<file path="config.mk">
export PLATFORM = sky130hd
export DESIGN_NAME = mlp_stream_loader
export DESIGN_NICKNAME = d
export VERILOG_FILES = /design/src/rtl/mlp_stream_loader.sv
export SDC_FILE = /design/constraint.sdc
export NUM_CORES = 1
export LEC_CHECK = 0
export BUFFER_PORTS_ARGS = -buffer_cell sky130_fd_sc_hd__buf_2
export CORE_MARGIN = 5
export CORE_UTILIZATION = 38
export CTS_CLUSTER_DIAMETER = 40
export DETAILED_ROUTE_END_ITERATION = 7
export PLACE_DENSITY = 0.82
export SYNTH_ARGS = -nofsm -noshare
export SYNTH_HDL_FRONTEND = slang
export SYNTH_SLANG_ARGS = --single-unit
</file>
<file path="constraint.sdc">
create_clock -name clk -period 2.5 [get_ports clk]
set_clock_uncertainty 0.2 [all_clocks]
set_input_delay 0.5 -clock clk [delete_from_list [all_inputs] [get_ports clk]]
set_output_delay 0.5 -clock clk [all_outputs]
set_load 0.05 [all_outputs]
</file>
<file path="src/rtl/mlp_stream_loader.sv">
// Streams ifmap, weight and bias words into their buffers, then drains the result buffer.
// Optional feature: define MLP_LOADER_CHECKSUM_EN to add a running checksum output.
module mlp_stream_loader #(
    parameter int unsigned DATA_SIZE = 32
) (
    input  logic                 clk,
    input  logic                 rst,
    input  logic                 mode,
    input  logic                 ready,
    input  logic [DATA_SIZE-1:0] data_in,
    output logic                 ifmap_we,
    output logic [4:0]           ifmap_addr,
    output logic [31:0]          ifmap_wdata,
    output logic                 w_we,
    output logic [11:0]          w_addr,
    output logic [31:0]          w_wdata,
    output logic                 b_we,
    output logic [4:0]           b_addr,
    output logic [31:0]          b_wdata,
    output logic                 load_done,
    input  logic                 compute_done,
    output logic [6:0]           res_raddr,
    input  logic [7:0]           res_rdata,
    output logic                 valid,
    output logic [DATA_SIZE-1:0] ofmap,
    output logic                 done
`ifdef MLP_LOADER_CHECKSUM_EN
    ,
    output logic [31:0]          checksum
`endif
);

    typedef enum logic [2:0] {
        StIdle,
        StLdIfmap,
        StLdW,
        StLdB,
        StWaitC,
        StOut
    } state_e;

    state_e      state_q, state_d;
    logic        mode_q, mode_d;
    logic [11:0] cnt_q, cnt_d;
    logic        load_done_q, load_done_d;
    logic        valid_q, valid_d;
    logic        vlast_q, vlast_d;
    logic        done_q, done_d;

    logic [11:0] small_last;
    logic [11:0] w_last;
    logic [11:0] out_last;
    logic [31:0] word;

    assign word       = 32'(data_in);
    assign small_last = mode_q ? 12'd31 : 12'd15;
    assign w_last     = mode_q ? 12'd4095 : 12'd1023;
    assign out_last   = mode_q ? 12'd127 : 12'd63;

    always_comb begin
        state_d     = state_q;
        mode_d      = mode_q;
        cnt_d       = cnt_q;
        load_done_d = 1'b0;
        // Read data trails the address by one cycle, so valid/last/done are a delay line.
        valid_d     = (state_q == StOut);
        vlast_d     = (state_q == StOut) && (cnt_q == out_last);
        done_d      = vlast_q;
        unique case (state_q)
            StIdle: begin
                if (ready) begin
                    mode_d  = mode;
                    cnt_d   = '0;
                    state_d = StLdIfmap;
                end
            end
            StLdIfmap: begin
                if (cnt_q == small_last) begin
                    cnt_d   = '0;
                    state_d = StLdW;
                end else begin
                    cnt_d = cnt_q + 12'd1;
                end
            end
            StLdW: begin
                if (cnt_q == w_last) begin
                    cnt_d   = '0;
                    state_d = StLdB;
                end else begin
                    cnt_d = cnt_q + 12'd1;
                end
            end
            StLdB: begin
                if (cnt_q == small_last) begin
                    cnt_d       = '0;
                    load_done_d = 1'b1;
                    state_d     = StWaitC;
                end else begin
                    cnt_d = cnt_q + 12'd1;
                end
            end
            StWaitC: begin
                if (compute_done) begin
                    cnt_d   = '0;
                    state_d = StOut;
                end
            end
            StOut: begin
                if (cnt_q == out_last) begin
                    cnt_d   = '0;
                    state_d = StIdle;
                end else begin
                    cnt_d = cnt_q + 12'd1;
                end
            end
            default: begin
                cnt_d   = '0;
                state_d = StIdle;
            end
        endcase
    end

    always_ff @(posedge clk) begin
        if (!rst) begin
            state_q     <= StIdle;
            mode_q      <= 1'b0;
            cnt_q       <= '0;
            load_done_q <= 1'b0;
            valid_q     <= 1'b0;
            vlast_q     <= 1'b0;
            done_q      <= 1'b0;
        end else begin
            state_q     <= state_d;
            mode_q      <= mode_d;
            cnt_q       <= cnt_d;
            load_done_q <= load_done_d;
            valid_q     <= valid_d;
            vlast_q     <= vlast_d;
            done_q      <= done_d;
        end
    end

    // Write ports are gated to zero when idle so nothing leaks out between phases.
    always_comb begin
        ifmap_we    = (state_q == StLdIfmap);
        w_we        = (state_q == StLdW);
        b_we        = (state_q == StLdB);
        ifmap_addr  = ifmap_we ? cnt_q[4:0] : 5'd0;
        w_addr      = w_we ? cnt_q : 12'd0;
        b_addr      = b_we ? cnt_q[4:0] : 5'd0;
        ifmap_wdata = ifmap_we ? word : 32'd0;
        w_wdata     = w_we ? word : 32'd0;
        b_wdata     = b_we ? word : 32'd0;
        res_raddr   = (state_q == StOut) ? cnt_q[6:0] : 7'd0;
        valid       = valid_q;
        ofmap       = valid_q ? DATA_SIZE'(res_rdata) : '0;
        load_done   = load_done_q;
        done        = done_q;
    end

`ifdef MLP_LOADER_CHECKSUM_EN
    logic [31:0] sum_q, sum_d;

    always_comb begin
        sum_d = sum_q;
        if (state_q == StIdle && ready) begin
            sum_d = '0;
        end else if (state_q == StLdIfmap || state_q == StLdW || state_q == StLdB) begin
            sum_d = sum_q + word;
        end
    end

    always_ff @(posedge clk) begin
        if (!rst) begin
            sum_q <= '0;
        end else begin
            sum_q <= sum_d;
        end
    end

    assign checksum = sum_q;
`endif

endmodule
</file>
# After elaboration in Yosys (flattened, before gate mapping)
# Cells that the tools add are included.
# op_classes
add_sub_neg	1
multipliers	0
div_mod_pow	0
order_cmp	0
n_eq_ne	14
shifts	0
mux	25
bitwise_logic	0
reduce_logical	7
# ops
cell	count
32-bit two-way mux	3
12-bit two-way mux	7
12-bit case mux with 5 select lines	1
3-bit two-way mux	6
3-bit case mux with 6 select lines	1
5-bit two-way mux	3
7-bit two-way mux	2
12-bit by 1-bit adder with 12-bit output (second input constant)	1
12-bit equality test	1
12-bit by 5-bit equality test with 1-bit output	1
12-bit by 7-bit equality test with 1-bit output	1
8-bit two-way mux	1
2-bit by 1-bit inequality test with 1-bit output (second input constant)	4
3-bit by 2-bit equality test with 1-bit output (second input constant)	2
3-bit equality test (second input constant)	2
2-bit AND reduction	3
6-bit AND reduction	1
2-bit inequality test (second input constant)	2
3-bit by 1-bit equality test with 1-bit output (second input constant)	1
3-bit zero test	1
2-bit OR reduction	1
1-bit logical AND	1
1-bit two-way mux	1
# totals
regBits	20
latchBits	0
ramBits	0
rom_bits	0
output_inout_bits	163
n_memories	0

# Longest topological paths before layout
# logic_depth
depth_word	4
ltp_mapped	7
ltp_nobuf	6

# Least setup slack after synthesis
# OpenSTA, ideal clock, no wires.
# synth_timing
path_kind	reg-to-output
start	register state_q[0]
end	output ifmap_wdata[22]
arrival_ns	1.784
path_slack_ns	0.016
path_stages_with_launch	5
n_path_buf	1
path_cell_list	dfxtp_1 -> nand2b_1 -> nor2_1 -> clkbuf_1 -> and2_1
# synth_between
elab_chain_len	2
# synth_rtl
element	line	text
from (decl)	42	state_e state_q, state_d;
from (signal assigned)	125	state_q <= StIdle;
from (signal assigned)	133	state_q <= state_d;
3-bit by 1-bit equality test with 1-bit output	145	ifmap_we = (state_q == StLdIfmap);
via ifmap_we	11	output logic ifmap_we,
32-bit two-way mux	151	ifmap_wdata = ifmap_we ? word : 32'd0;
to (decl)	13	output logic [31:0] ifmap_wdata,
# The timed path passes the listed nets, and every way through them passes these cells.

# Worst setup path after layout
# layout_timing
start	register state_q[2]
end	output res_raddr[6]
# layout_between
elab_chain_len	2
# layout_rtl
element	line	text
3-bit equality test	154	res_raddr = (state_q == StOut) ? cnt_q[6:0] : 7'd0;
7-bit two-way mux	154	
to (decl)	22	output logic [6:0] res_raddr,
# No other way between the ends.

==> flow_summary.yaml <==
run_status:
  status: "completed"
cts:
  clk_latency_ns: 0.26
  post_cts_resized: 0
  cts_setup_buffers: 0
  clkTransAtPathRegs_ns: 0.08
  cts_tree: "done"
  cts_hold_buf: 0
  root_buffer: "clkbuf_8"
  h-tree-depth: 1
  clk_path_buf_depth: 2
  cts_sinks: 20
  numCtsBuffers: 3
worst_hold_path:
  min_path_type: "flop to flop"
synthesis:
  avgSynthCellArea_um2: 6.944
  seq_area_frac_synth_pct: 17.91
  synth_top_family_by_area: "simple AND/OR/NAND/NOR gates"
  async_flop_share_pct: 0
  yosysMostFrequentCell: "and3_1"
  synth-edff-count: 0
  yosys.area_share.simple_pct: 54.50
  synth_fa_ha_area_share_pct: 0.5596
  synth.area.mux_share_pct: 0.4477
  synth_warnings: 0
  syn_area_um2: 2236
  synth-compound-area-share_pct: 10.58
  ys_ff_latch: 20
  synth_cell_type_count: 48
  synth_top_area_cell: "and3_1"
  synth_area_leaders: "and3_1 (23%), dfxtp_1 (18%), and2_1 (16%)"
  postSynth.topFlopCell: "dfxtp_1"
  synth-xor-area-share_pct: 1.567
  synth_cells: 322
  synth_top_cell_area_share_pct: 23.22
  ys_top_cells_by_count: "and3_1 (83), and2_1 (57), clkbuf_1 (26)"
finish:
  diodes: 0
  fin_cells: 563
  drive_above_1_share_pct: 43.24
  postLayoutCoreUtil_pct: 55.64
  syn_to_final_growth_pct: 44.71
  postLayoutCellArea_um2: 3236
  fin_nets: 535
detailed_routing:
  final_antenna_net_count: 0
  routedWlPerCell_um: 15.70
  drc: 0
  drt_iter0_drc: 131
  drt-vias-per-instance: 5.144
  vias: 2896
  drt-pass1-iter-count: 5
  wl_mm: 8.839
global_route:
  grt_pass1_wl_mm: 13.08
  overflow: 0
  grt_pass1_vias: 2680
  grt_max_degree: 88
  grtUsageTotal_pct: 21.29
  antenna_found_initial: 0
place:
  placed_area_um2: 3158
  place_hpwl_mm: 6.962
  place.gp.congestion: 0.9087
  io_buffers: 183
  dp_cells: 559
  preCtsSetupSlack_ns: 0.2977
pwr:
  p_comb_share_pct: 76.4
  vdd_drop_max_uv: 733.6
  swShare_pct: 63.09
  p_total_mw: 3.010
  p_leak_nw: 2.128
  p_int_mw: 1.111
  p_per_area_nw_per_um2: 930.4
  p_clk_share_pct: 10.8
  p_switching_mw: 1.899
  seq_power_share_pct: 12.8
timing:
  final.setup.tns_ns: 0
  hold_viol_final: 0
  worstMarginPinSlew_ns: 0.5439
  worst_slack_ns: 0.1934
  finalSetupViolCount: 0
  fin_hold_ws_ns: 0.2448
  fin_crit_ns: 2.307
  min_period_over_period_pct: 92.26
  report.final.slew_viol_count: 0
  slew_headroom_pct: 63.74
  fmax_mhz: 433.5
  rsz0062_at_grt: "false"
flow_run:
  drv_cap: 0
setup_path:
  end_kind: "output pin"
  cp.required_ns: 1.80
  path_class: "flop to output pin"
  crit_family: "flip-flops"
  critical_path.max_stage_delay_ns: 0.50
  crit_path_top_delay_cell: "dfxtp_1"
  start_kind: "flop"
  cp_cell_sequence: "inv_1, nor2_2, and2_1, buf_2"
  critPathArrivalTime_ns: 1.61
  crit_path_max_fanout: 9
  path_buf_inv: 2
die:
  num_rows: 28
  die_y_um: 86.71
  num_io_pins: 208
  die_area_um2: 7518
  dieWidth_um: 86.71
  initial_core_util_pct: 38.45
  fp.coreArea_um2: 5816
## sequential cells by signal (all words and copies together) (netlist names)
signal	count
mode_q	1
done	1
cnt_q	12
load_done	1
valid	1
state_q	3
done_d	1
## final timing paths
kind / from / endpoint / slack [ns] / cells past startpoint
hold / removal: done_d$_SDFF_PN0_ / done$_SDFF_PN0_ / 0.24 / 1
setup reg to reg: cnt_q[1]$_SDFFE_PN0P_ / state_q[1]$_SDFFE_PN0P_ / 0.21 / 6
setup / recovery: state_q[2]$_SDFFE_PN0P_ / res_raddr[6] / 0.19 / 4
hold reg to reg: done_d$_SDFF_PN0_ / done$_SDFF_PN0_ / 0.24 / 1
## worst reg2reg max path, cell delays in order (launching register included)
cell,delay (ns)
dfxtp_1,0.36
ha_1,0.22
nor4b_4,0.29
nand4_1,0.13
a22o_1,0.44
or2_1,0.36
o41ai_2,0.20
## layout by cell type (no fill, tap or decap), types with 2 or more instances in the layout
cell type and instances:
inv_1 3, o211ai_1 6, dfxtp_1 18, xnor2_1 3
nor4_1 2, nor2_2 2, buf_12 3, clkbuf_8 3
o22ai_1 3, and3_1 83, nand2_1 20, nor3_1 4
o21a_1 2, and2_1 57, buf_4 9, dfxtp_2 2
o21ai_0 6, conb_1 24, nor2_1 10, buf_2 183
nand3_1 8, nand4_1 4, nor2b_1 2, nand2b_1 2
a21oi_1 3
## routing by layer
metal	routed length (um)	vias up	share of wire (%)	track usage [%]
met5	0	-	0	0
met4	83	0	0.94	4.816
met3	1017	14	12	7.985
met2	4346	173	49	36.23
met1	3391	1303	38	25.41
li1	-	1406	-	-
## cell families (layout without fill, tap and decap cells)
group | Yosys count | after routing
AO/OA/AOI/OAI | 32 | 32
AND/OR/NAND/NOR | 204 | 204
buffers and inverters | 59 | 202
multiplexers | 1 | 1
XOR/XNOR | 4 | 4
adder cells (fa/ha/maj) | 1 | 1
flip-flops | 20 | 20
other | 1 | 24
## power by group through the flow
| stage | logic (mW) | registers, mW | clock network [mW] |
|---|---|---|---|
| after global placement | 2.25 | 0.387 | 0 |
| final | 2.30 | 0.386 | 0.324 |
| after detailed placement | 2.29 | 0.390 | 0 |
| after CTS | 2.29 | 0.383 | 0.325 |
| after floorplan | 1.75 | 0.390 | 0 |
| after global routing | 2.42 | 0.390 | 0.340 |
## layout make-up
cell class              instances  area, um2
fillers                       576       2580
inverters                       3      11.26
flip-flops and latches         20      402.9
clock inverters                 1      30.03
clock buffers                   3      41.29
well taps                      75      93.84
multi-input cells             266       1613
repair buffers                195       1044
(Power assumes the default switching activity.)
